File: src/rtl/ticker_pkg.sv
// Shared character codes and gap length for the scrolling ticker display.
// The codes match the inputs of the existing 7-seg decoder instances.
package ticker_pkg;

    typedef logic [1:0] char_t;

    localparam char_t CH_D     = 2'b00;
    localparam char_t CH_E     = 2'b01;
    localparam char_t CH_1     = 2'b10;
    localparam char_t CH_BLANK = 2'b11;

    localparam int GAP_LEN   = 3;
    localparam int NUM_DIGITS = 6;

endpackage

File: src/rtl/ticker_feed_tick_gen.sv
// Scroll-step prescaler: counts CLOCK_50 cycles while enabled and pulses tick
// on the last count of every TICK_DIV-cycle period.
module tick_gen #(
    parameter int TICK_DIV = 50000000
) (
    input  logic CLOCK_50,
    input  logic reset,
    input  logic en,
    output logic tick
);

    localparam int CW = $clog2(TICK_DIV);
    localparam logic [CW-1:0] LAST = CW'(TICK_DIV - 1);

    logic [CW-1:0] count;

    // Gating with en keeps a stale terminal count from stepping a frozen display.
    assign tick = en && (count == LAST);

    always_ff @(posedge CLOCK_50 or posedge reset) begin
        if (reset) begin
            count <= '0;
        end else if (!en || count == LAST) begin
            count <= '0;
        end else begin
            count <= count + 1'b1;
        end
    end

endmodule

File: src/rtl/ticker_feed.sv
// Message buffer and scroll window for a six-digit 7-seg ticker. Characters are
// appended while frozen; while running the message plus a blank gap scrolls left.
module ticker_feed
    import ticker_pkg::*;
#(
    parameter int TICK_DIV = 50000000,
    parameter int DEPTH    = 8
) (
    input  logic        CLOCK_50,
    input  logic        reset,
    input  logic        wr_en,
    input  logic [1:0]  wr_char,
    input  logic        clear,
    input  logic        run,
    output logic [11:0] chars,
    output logic [3:0]  len,
    output logic        full,
    output logic        tick
);

    char_t      mem [DEPTH];
    logic [3:0] head;
    logic [3:0] last_pos;
    logic       do_write;
    logic       scroll_en;
    logic [3:0] pos;
    char_t      sym;

    assign last_pos  = len + 4'(GAP_LEN - 1);
    assign full      = (len == 4'(DEPTH));
    assign do_write  = wr_en && !clear && !run && !full;
    assign scroll_en = run && (len != 4'd0);

    tick_gen #(
        .TICK_DIV(TICK_DIV)
    ) u_tick_gen (
        .CLOCK_50(CLOCK_50),
        .reset   (reset),
        .en      (scroll_en),
        .tick    (tick)
    );

    // Storage needs no reset: entries at or beyond len are never displayed.
    always_ff @(posedge CLOCK_50) begin
        for (int j = 0; j < DEPTH; j++) begin
            if (do_write && len == 4'(j)) begin
                mem[j] <= wr_char;
            end
        end
    end

    always_ff @(posedge CLOCK_50 or posedge reset) begin
        if (reset) begin
            len  <= 4'd0;
            head <= 4'd0;
        end else if (clear) begin
            len  <= 4'd0;
            head <= 4'd0;
        end else if (do_write) begin
            len  <= len + 4'd1;
            head <= 4'd0;
        end else if (tick) begin
            head <= (head == last_pos) ? 4'd0 : head + 4'd1;
        end
    end

    // Walk the stream from head, wrapping at len+GAP_LEN so short messages repeat.
    always_comb begin
        chars = '1;
        pos   = head;
        sym   = CH_BLANK;
        for (int k = 0; k < NUM_DIGITS; k++) begin
            sym = CH_BLANK;
            for (int j = 0; j < DEPTH; j++) begin
                if (pos == 4'(j) && pos < len) begin
                    sym = mem[j];
                end
            end
            chars[11 - 2*k -: 2] = sym;
            pos = (pos == last_pos) ? 4'd0 : pos + 4'd1;
        end
    end

endmodule

File: config.mk
export PLATFORM = sky130hd
export DESIGN_NAME = ticker_feed
export DESIGN_NICKNAME = d
export VERILOG_FILES = /design/src/rtl/ticker_pkg.sv /design/src/rtl/ticker_feed_tick_gen.sv /design/src/rtl/ticker_feed.sv
export SDC_FILE = /design/constraint.sdc
export NUM_CORES = 1
export LEC_CHECK = 0
export CELL_PAD_IN_SITES_DETAIL_PLACEMENT = 1
export CELL_PAD_IN_SITES_GLOBAL_PLACEMENT = 2
export CORE_ASPECT_RATIO = 0.8
export CORE_UTILIZATION = 42
export CTS_BUF_LIST = sky130_fd_sc_hd__clkbuf_4 sky130_fd_sc_hd__clkbuf_8
export CTS_CLUSTER_DIAMETER = 200
export DETAILED_ROUTE_END_ITERATION = 12
export PLACE_DENSITY_LB_ADDON = 0.1
export SKIP_CTS_REPAIR_TIMING = 1
export SLEW_MARGIN = 10
export SYNTH_ARGS = -nofsm -noshare
export SYNTH_HDL_FRONTEND = slang
export SYNTH_HIERARCHICAL = 1
export SYNTH_SLANG_ARGS = --single-unit
export TNS_END_PERCENT = 10
File: constraint.sdc
create_clock -name CLOCK_50 -period 16.13 [get_ports CLOCK_50]
set_clock_uncertainty 0.15 [all_clocks]
set_input_delay 3.226 -clock CLOCK_50 [delete_from_list [all_inputs] [get_ports CLOCK_50]]
set_output_delay 3.226 -clock CLOCK_50 [all_outputs]
set_load 0.03 [all_outputs]
# Yosys cells after proc, flatten, opt, wreduce, memory -nomap -nowiden
# Memory sizes are Yosys's and may differ from the RTL's.
# Cells that the tools add are included.
# W data, S select, Z words.
[totals]
regBits = 34
ramBits = 16
input_bits = 7
word_cells = 253
n_memories = 1
[memory_table]
columns = ["name", "words", "word_bits", "read_ports", "rd_ports_with_merged_regs", "wr", "line", "rtl"]
rows = [
  ["mem", 8, 2, 8, 0, 1, "ticker_feed.sv:21", "char_t mem [DEPTH];"],
]
[classes]
addsub = 8
magnitude_cmp = 6
n_eq_ne = 56
n_mux = 96
reduce_logical = 83
[ops]
columns = ["operator", "n"]
rows = [
  ["$eq A4 B3 Y1 const B", 28],
  ["$mux W2", 55],
  ["$logic_and A1 B1 Y1", 61],
  ["$eq A4 B2 Y1 const B", 14],
  ["$mux W4", 10],
  ["$eq A4 B1 Y1 const B", 7],
  ["$logic_not A4 Y1", 7],
  ["$add A26 B1 Y26 const B", 1],
  ["$eq A26 B26 Y1 const B", 1],
  ["$mux W26", 1],
  ["$add A4 B1 Y4 const B", 6],
  ["$lt A4 B4 Y1", 6],
  ["$mux W1", 23],
  ["$mux W3", 7],
  ["$eq A4 B4 Y1", 5],
  ["$reduce_or A2 Y1", 7],
  ["$add A4 B2 Y4 const B", 1],
  ["$eq A4 B4 Y1 const B", 1],
  ["$logic_not A1 Y1", 4],
  ["$reduce_bool A4 Y1", 1],
  ["$reduce_bool A3 Y1", 1],
  ["$reduce_bool A2 Y1", 1],
  ["$logic_or A1 B1 Y1", 1],
]

# Logic depth before layout (Yosys ltp)
[depth]
depth_word = 21
depth_mapped = 33
depth_no_buf = 29

# Hierarchy
# Netlist, hierarchy kept.
[modules_own_cells]
columns = ["mod", "instances", "cells_per_inst", "area_each_um2", "seq_area_each_um2"]
rows = [
  ["ticker_feed", 1, 503, 3848.7, 680.7],
  ["tick_gen", 1, 159, 1505.2, 650.6],
]

# Worst setup path after synthesis
# Ideal clock, no wire load.
[synth_timing]
kind = "reg2out"
start = "reg len[1]"
end = "out chars[0]"
arrival_time_ns = 7.461
setup_slack_ns = 5.293
path_stages_with_launch = 33
cell_sequence = "dfrtp_1 clkbuf_1 inv_1 clkbuf_1 ha_1 nor2b_1 nand3_1 and2_1 ha_1 a21oi_1 nand3_1 nand2_1 ha_1 nand2_1 mux2i_1 nand3_1 nand2_1 ha_1 nand2_1 o32a_4 o31ai_4 buf_2 ha_1 inv_1 a31oi_1 a21o_1 buf_2 nor2_1 ha_1 o31ai_1 a41oi_1 or4_1 o22ai_1"
[synth_via]
elab_chain_cells = 21
[synth_rtl]
columns = ["element", "line", "rtl"]
rows = [
  ["start, declared", "ticker_feed.sv:16", "output logic [3:0] len,"],
  ["start signal, assigned", "ticker_feed.sv:60", "len <= len + 4'd1;"],
  ["$add A4 B2 Y4", "ticker_feed.sv:29", "assign last_pos = len + 4'(GAP_LEN - 1);"],
  ["$eq A4 B4 Y1", "ticker_feed.sv:80", "pos = (pos == last_pos) ? 4'd0 : pos + 4'd1;"],
  ["$mux W4", "ticker_feed.sv:80", ""],
  ["$add A4 B1 Y4 or $eq A4 B4 Y1 (tied branches)", "ticker_feed.sv:80", ""],
  ["$mux W4", "ticker_feed.sv:80", ""],
  ["$add A4 B1 Y4 or $eq A4 B4 Y1 (tied branches)", "ticker_feed.sv:80", ""],
  ["$mux W4", "ticker_feed.sv:80", ""],
  ["$add A4 B1 Y4 or $eq A4 B4 Y1 (tied branches)", "ticker_feed.sv:80", ""],
  ["$mux W4", "ticker_feed.sv:80", ""],
  ["$add A4 B1 Y4 or $eq A4 B4 Y1 (tied branches)", "ticker_feed.sv:80", ""],
  ["$mux W4", "ticker_feed.sv:80", ""],
  ["$lt A4 B4 Y1 or $logic_not A4 Y1 (tied branches)", "ticker_feed.sv:75", "if (pos == 4'(j) && pos < len) begin"],
  ["$logic_and A1 B1 Y1", "ticker_feed.sv:75", ""],
  ["$mux W2 (7 in series)", "ticker_feed.sv:75", ""],
  ["$mux W2 *", "ticker_feed.sv:75", ""],
  ["end, declared", "ticker_feed.sv:15", "output logic [11:0] chars,"],
]
# Every way passes the cells marked *; elsewhere a longest branch is shown, timed or not.

# Worst setup path after layout
[layout_timing]
start = "reg len[2]"
end = "out chars[0]"
# Same word-level chain as after synthesis.

==> qor.log <==
INFO  timing         timing_worst_slew_pin_value=1.05ns
INFO  global_routing pin_count_of_the_biggest_net_entering_global_routing=27
INFO  yosys          synth-main-ff-cell=sky130_fd_sc_hd__dfrtp_1
INFO  yosys          synth-seq-cells=50
INFO  yosys          postSynthNetCount=705
INFO  routing        postRouteAntennaNets=0
INFO  clocking       htree_depth=2
INFO  clocking       cts.path.max_buffers=2
INFO  hold_path      hold_path.class=register to register
INFO  floorplan      dieArea=13200µm²
INFO  routing        dr_total_vias=5472
INFO  pwr            worst_ir_drop_vdd=0.0469mV
INFO  global_routing first_global_vias=5347
INFO  clocking       tritoncts=built
INFO  routing        number_of_iterations_in_the_first_detailed_routing_pass=5
INFO  placed_design  dp.final_hpwl=14800µm
INFO  global_routing antenna_violations_before_repair=0
INFO  clocking       clock_insertion_delay_worst_skew=0.32ns
INFO  clocking       tritoncts.num_buffers=5
INFO  critical_path  arrival_time_at_the_worst_endpoint=9.48ns
INFO  timing         max-slew-margin-rel=29.9%
INFO  timing         finalWorstPathRequiredPeriod=12.85ns
INFO  timing         timing.setup.tns=0ns
INFO  critical_path  worstPathRequired=12.75ns
INFO  yosys          synth-warning-count=6
INFO  finish         final-instance-count-excl-fill=836
INFO  yosys          post_synth_arst_share=68.0%
INFO  finish         combined_flip_flop_and_latch_cell_area=1330µm²
INFO  yosys          post_synthesis_cell_area=5350µm²
INFO  finish         design_area=5800µm²
INFO  yosys          synth_area_per_cell=8.09µm²
INFO  timing         timing.final.hold_violations=0
INFO  floorplan      die_x=128µm
INFO  critical_path  critical_path_peak_fanout=16
INFO  finish         layout.filler_cells=1517
INFO  finish         nNetsFinal=707
INFO  global_routing grt_first_pass_wirelength=30500µm
INFO  placed_design  numPlacedInstances=828
INFO  finish         antennaDiodeCount=0
INFO  routing        wl_cell=23.3µm
INFO  finish         synthToLayoutAreaGrowth=8.39%
INFO  critical_path  end_kind=output pin
INFO  timing         fmax=77.8MHz
INFO  yosys          post_synth_edffs=16
INFO  yosys          yosys-top-cells-area=sky130_fd_sc_hd__dfrtp_1 16%, sky130_fd_sc_hd__edfxtp_1 9.0%, sky130_fd_sc_hd__ha_1 8.4%, sky130_fd_sc_hd__a21oi_1 5.0%, sky130_fd_sc_hd__nand2_1 3.6%
INFO  status         outcome=finished clean
INFO  critical_path  timing.critical_path.from_type=register
INFO  floorplan      number_of_primary_i_o_pins=25
INFO  timing         setup_repair_after_global_routing_missed_its_margin=no
INFO  timing         number_of_setup_violations_in_the_final_report=0
INFO  floorplan      die_h=103µm
INFO  placed_design  final_weighted_congestion_in_routability_driven_placement=0.916
INFO  yosys          synth.distinct_cells=83
INFO  pwr            p_per_area=54.1nW/µm²
INFO  flow_run       maxCapViolations=0
INFO  critical_path  cpMaxStageDelayCell=sky130_fd_sc_hd__dfrtp_1
INFO  yosys          fraction_of_synthesized_cell_area_taken_by_the_top_area_cell_type=15.9%
INFO  pwr            leakage_power=2.08nW
INFO  clocking       cts_root_buffer=sky130_fd_sc_hd__clkbuf_8
INFO  global_routing globalRouteOverflowTotal=0
INFO  yosys          synth.yosys.seq_area_share=24.9%
INFO  floorplan      placeableCoreArea=12300µm²
INFO  finish         highest_count_cells_in_the_layout_ignoring_fill_and_taps=54 x sky130_fd_sc_hd__a21oi_1, 51 x sky130_fd_sc_hd__nand2_1, 50 x sky130_fd_sc_hd__nor2_1
INFO  critical_path  critical_path_max_stage_delay=0.82ns
INFO  timing         min_period_over_period=79.7%
INFO  placed_design  port_buffers=24
INFO  finish         layout-drive-gt1-share=5.26%
INFO  routing        detail_route.wirelength=19500µm
INFO  routing        drt_iter0_drc=470
INFO  finish         area_occupied_by_multi_input_gates=3730µm²
INFO  finish         layout.cells.most_common=sky130_fd_sc_hd__a21oi_1
INFO  routing        post_drt_via_cell_ratio=6.55
INFO  placed_design  dpl-instance-area=5690µm²
INFO  clocking       clkSlewWorstSetupHoldPaths=0.10ns
INFO  global_routing globalRouteTotalUtil=30.5%
INFO  clocking       cts_num_sinks=50
INFO  yosys          dominant_cell_type_by_area_after_synthesis=sky130_fd_sc_hd__dfrtp_1
INFO  floorplan      starting_density_of_the_core=43.5%
INFO  critical_path  worst-setup-path-type=register to output pin
INFO  timing         timing.final.max_slew_violations=0
INFO  yosys          postSynthCellCount=662
INFO  finish         fin_util=47.2%
INFO  floorplan      std_cell_rows=36
INFO  critical_path  path_common_cell=sky130_fd_sc_hd__ha_1
INFO  routing        remaining_drc_errors=0
[through the flow]
| step | hold WS [ns] | power, W | setup slack (ns) |
|---|---|---|---|
| after floorplan | 0.320 | 0.000198 | 5.29 |
| after global placement | 0.346 | 0.000216 | 4.36 |
| after detailed placement | 0.358 | 0.000220 | 3.84 |
| after CTS | 0.372 | 0.000314 | 3.45 |
| after global routing | 0.397 | 0.000329 | 2.55 |
| final | 0.363 | 0.000314 | 3.28 |
[logic make-up after synthesis]
group / count (synthesis) / synth area share, %
AO/OA/AOI/OAI: 197 / 25.6
flip-flops: 50 / 24.9
multiplexers: 11 / 2.38
buffers and inverters: 70 / 5.42
AND/OR/NAND/NOR: 264 / 27.2
XOR/XNOR: 31 / 5.59
adder cells (fa/ha/maj): 39 / 8.97
[area by class of cell]
type,count,share of cell area [%]
Inverter,37,2.39
Multi-Input combinational cell,542,64.3
Clock buffer,5,1.19
Tap cell,171,3.69
Clock inverter,3,0.819
Timing Repair Buffer,28,4.66
Sequential cell,50,22.9
[worst paths after layout]
| path | slack [ns] | cells past startpoint | endpoint | startpoint |
|---|---|---|---|---|
| worst min-delay path | 0.36 | 1 | u_tick_gen/count[0]$_DFF_PP0_ | u_tick_gen/count[0]$_DFF_PP0_ |
| min in group asynchronous | 3.06 | 2 | len[2]$_DFFE_PP0P_ | reset |
| max in group asynchronous | 11.85 | 2 | u_tick_gen/count[9]$_DFF_PP0_ | reset |
| worst max-delay path | 3.28 | 28 | chars[0] | len[2]$_DFFE_PP0P_ |
| worst min register to register | 0.36 | 1 | u_tick_gen/count[0]$_DFF_PP0_ | u_tick_gen/count[0]$_DFF_PP0_ |
| worst max register to register | 12.53 | 5 | mem[1][5]$_DFFE_PP_ | len[2]$_DFFE_PP0P_ |
[registers in the layout, indices dropped and copies added, names as in the netlist]
register / flops
u_tick_gen/count: 26
mem: 16
head: 4
len: 4
[synth_stat cells, drive strengths merged, types with 4 or more instances]
cell and count:
nor2b 8, nor4b 6, edfxtp 16, o21ai 32
xor2 8, o31ai 12, or4 14, o31a 4
nor3 15, a21o 4, and4 5, clkbuf 21
o32ai 5, xnor2 21, nand2 51, o211ai 8
buf 12, nor3b 6, mux2i 6, nand4 11
o311a 4, and3 12, nor2 50, nand2b 12
a211oi 13, a211o 4, dfrtp 34, nor4 6
nor4bb 4, o21bai 4, ha 36, and2 7
o22ai 10, or3 11, a31oi 12, inv 35
a21oi 55, mux2 4, nand3 36
[critical path: cells and delay by family, from the launching register on]
family / cells / cell delay, ns
xor+xnor: 1 / 0.49
simple gates: 10 / 2.64
fa+ha+maj: 6 / 1.90
compound gates: 8 / 2.12
flops: 1 / 0.82
mux: 1 / 0.39
buf+inv: 2 / 0.79
[metal layers]
layer / global-route usage, % / up-vias / wire (µm)
li1: - / 2508 / -
met1: 44.7 / 2738 / 9540
met2: 46.4 / 188 / 8270
met3: 4.88 / 38 / 1190
met4: 7.69 / 0 / 466
met5: 0 / - / 0
[power by group]
group | total, W | leakage (nW) | internal, W | switching (W)
clock | 0.0000947 | 0.0587 | 0.0000471 | 0.0000476
combinational | 0.0000868 | 1.40 | 0.0000308 | 0.0000560
sequential | 0.000132 | 0.619 | 0.000131 | 0.000000757
total | 0.000314 | 2.08 | 0.000209 | 0.000104
(Power assumes the default switching activity.)
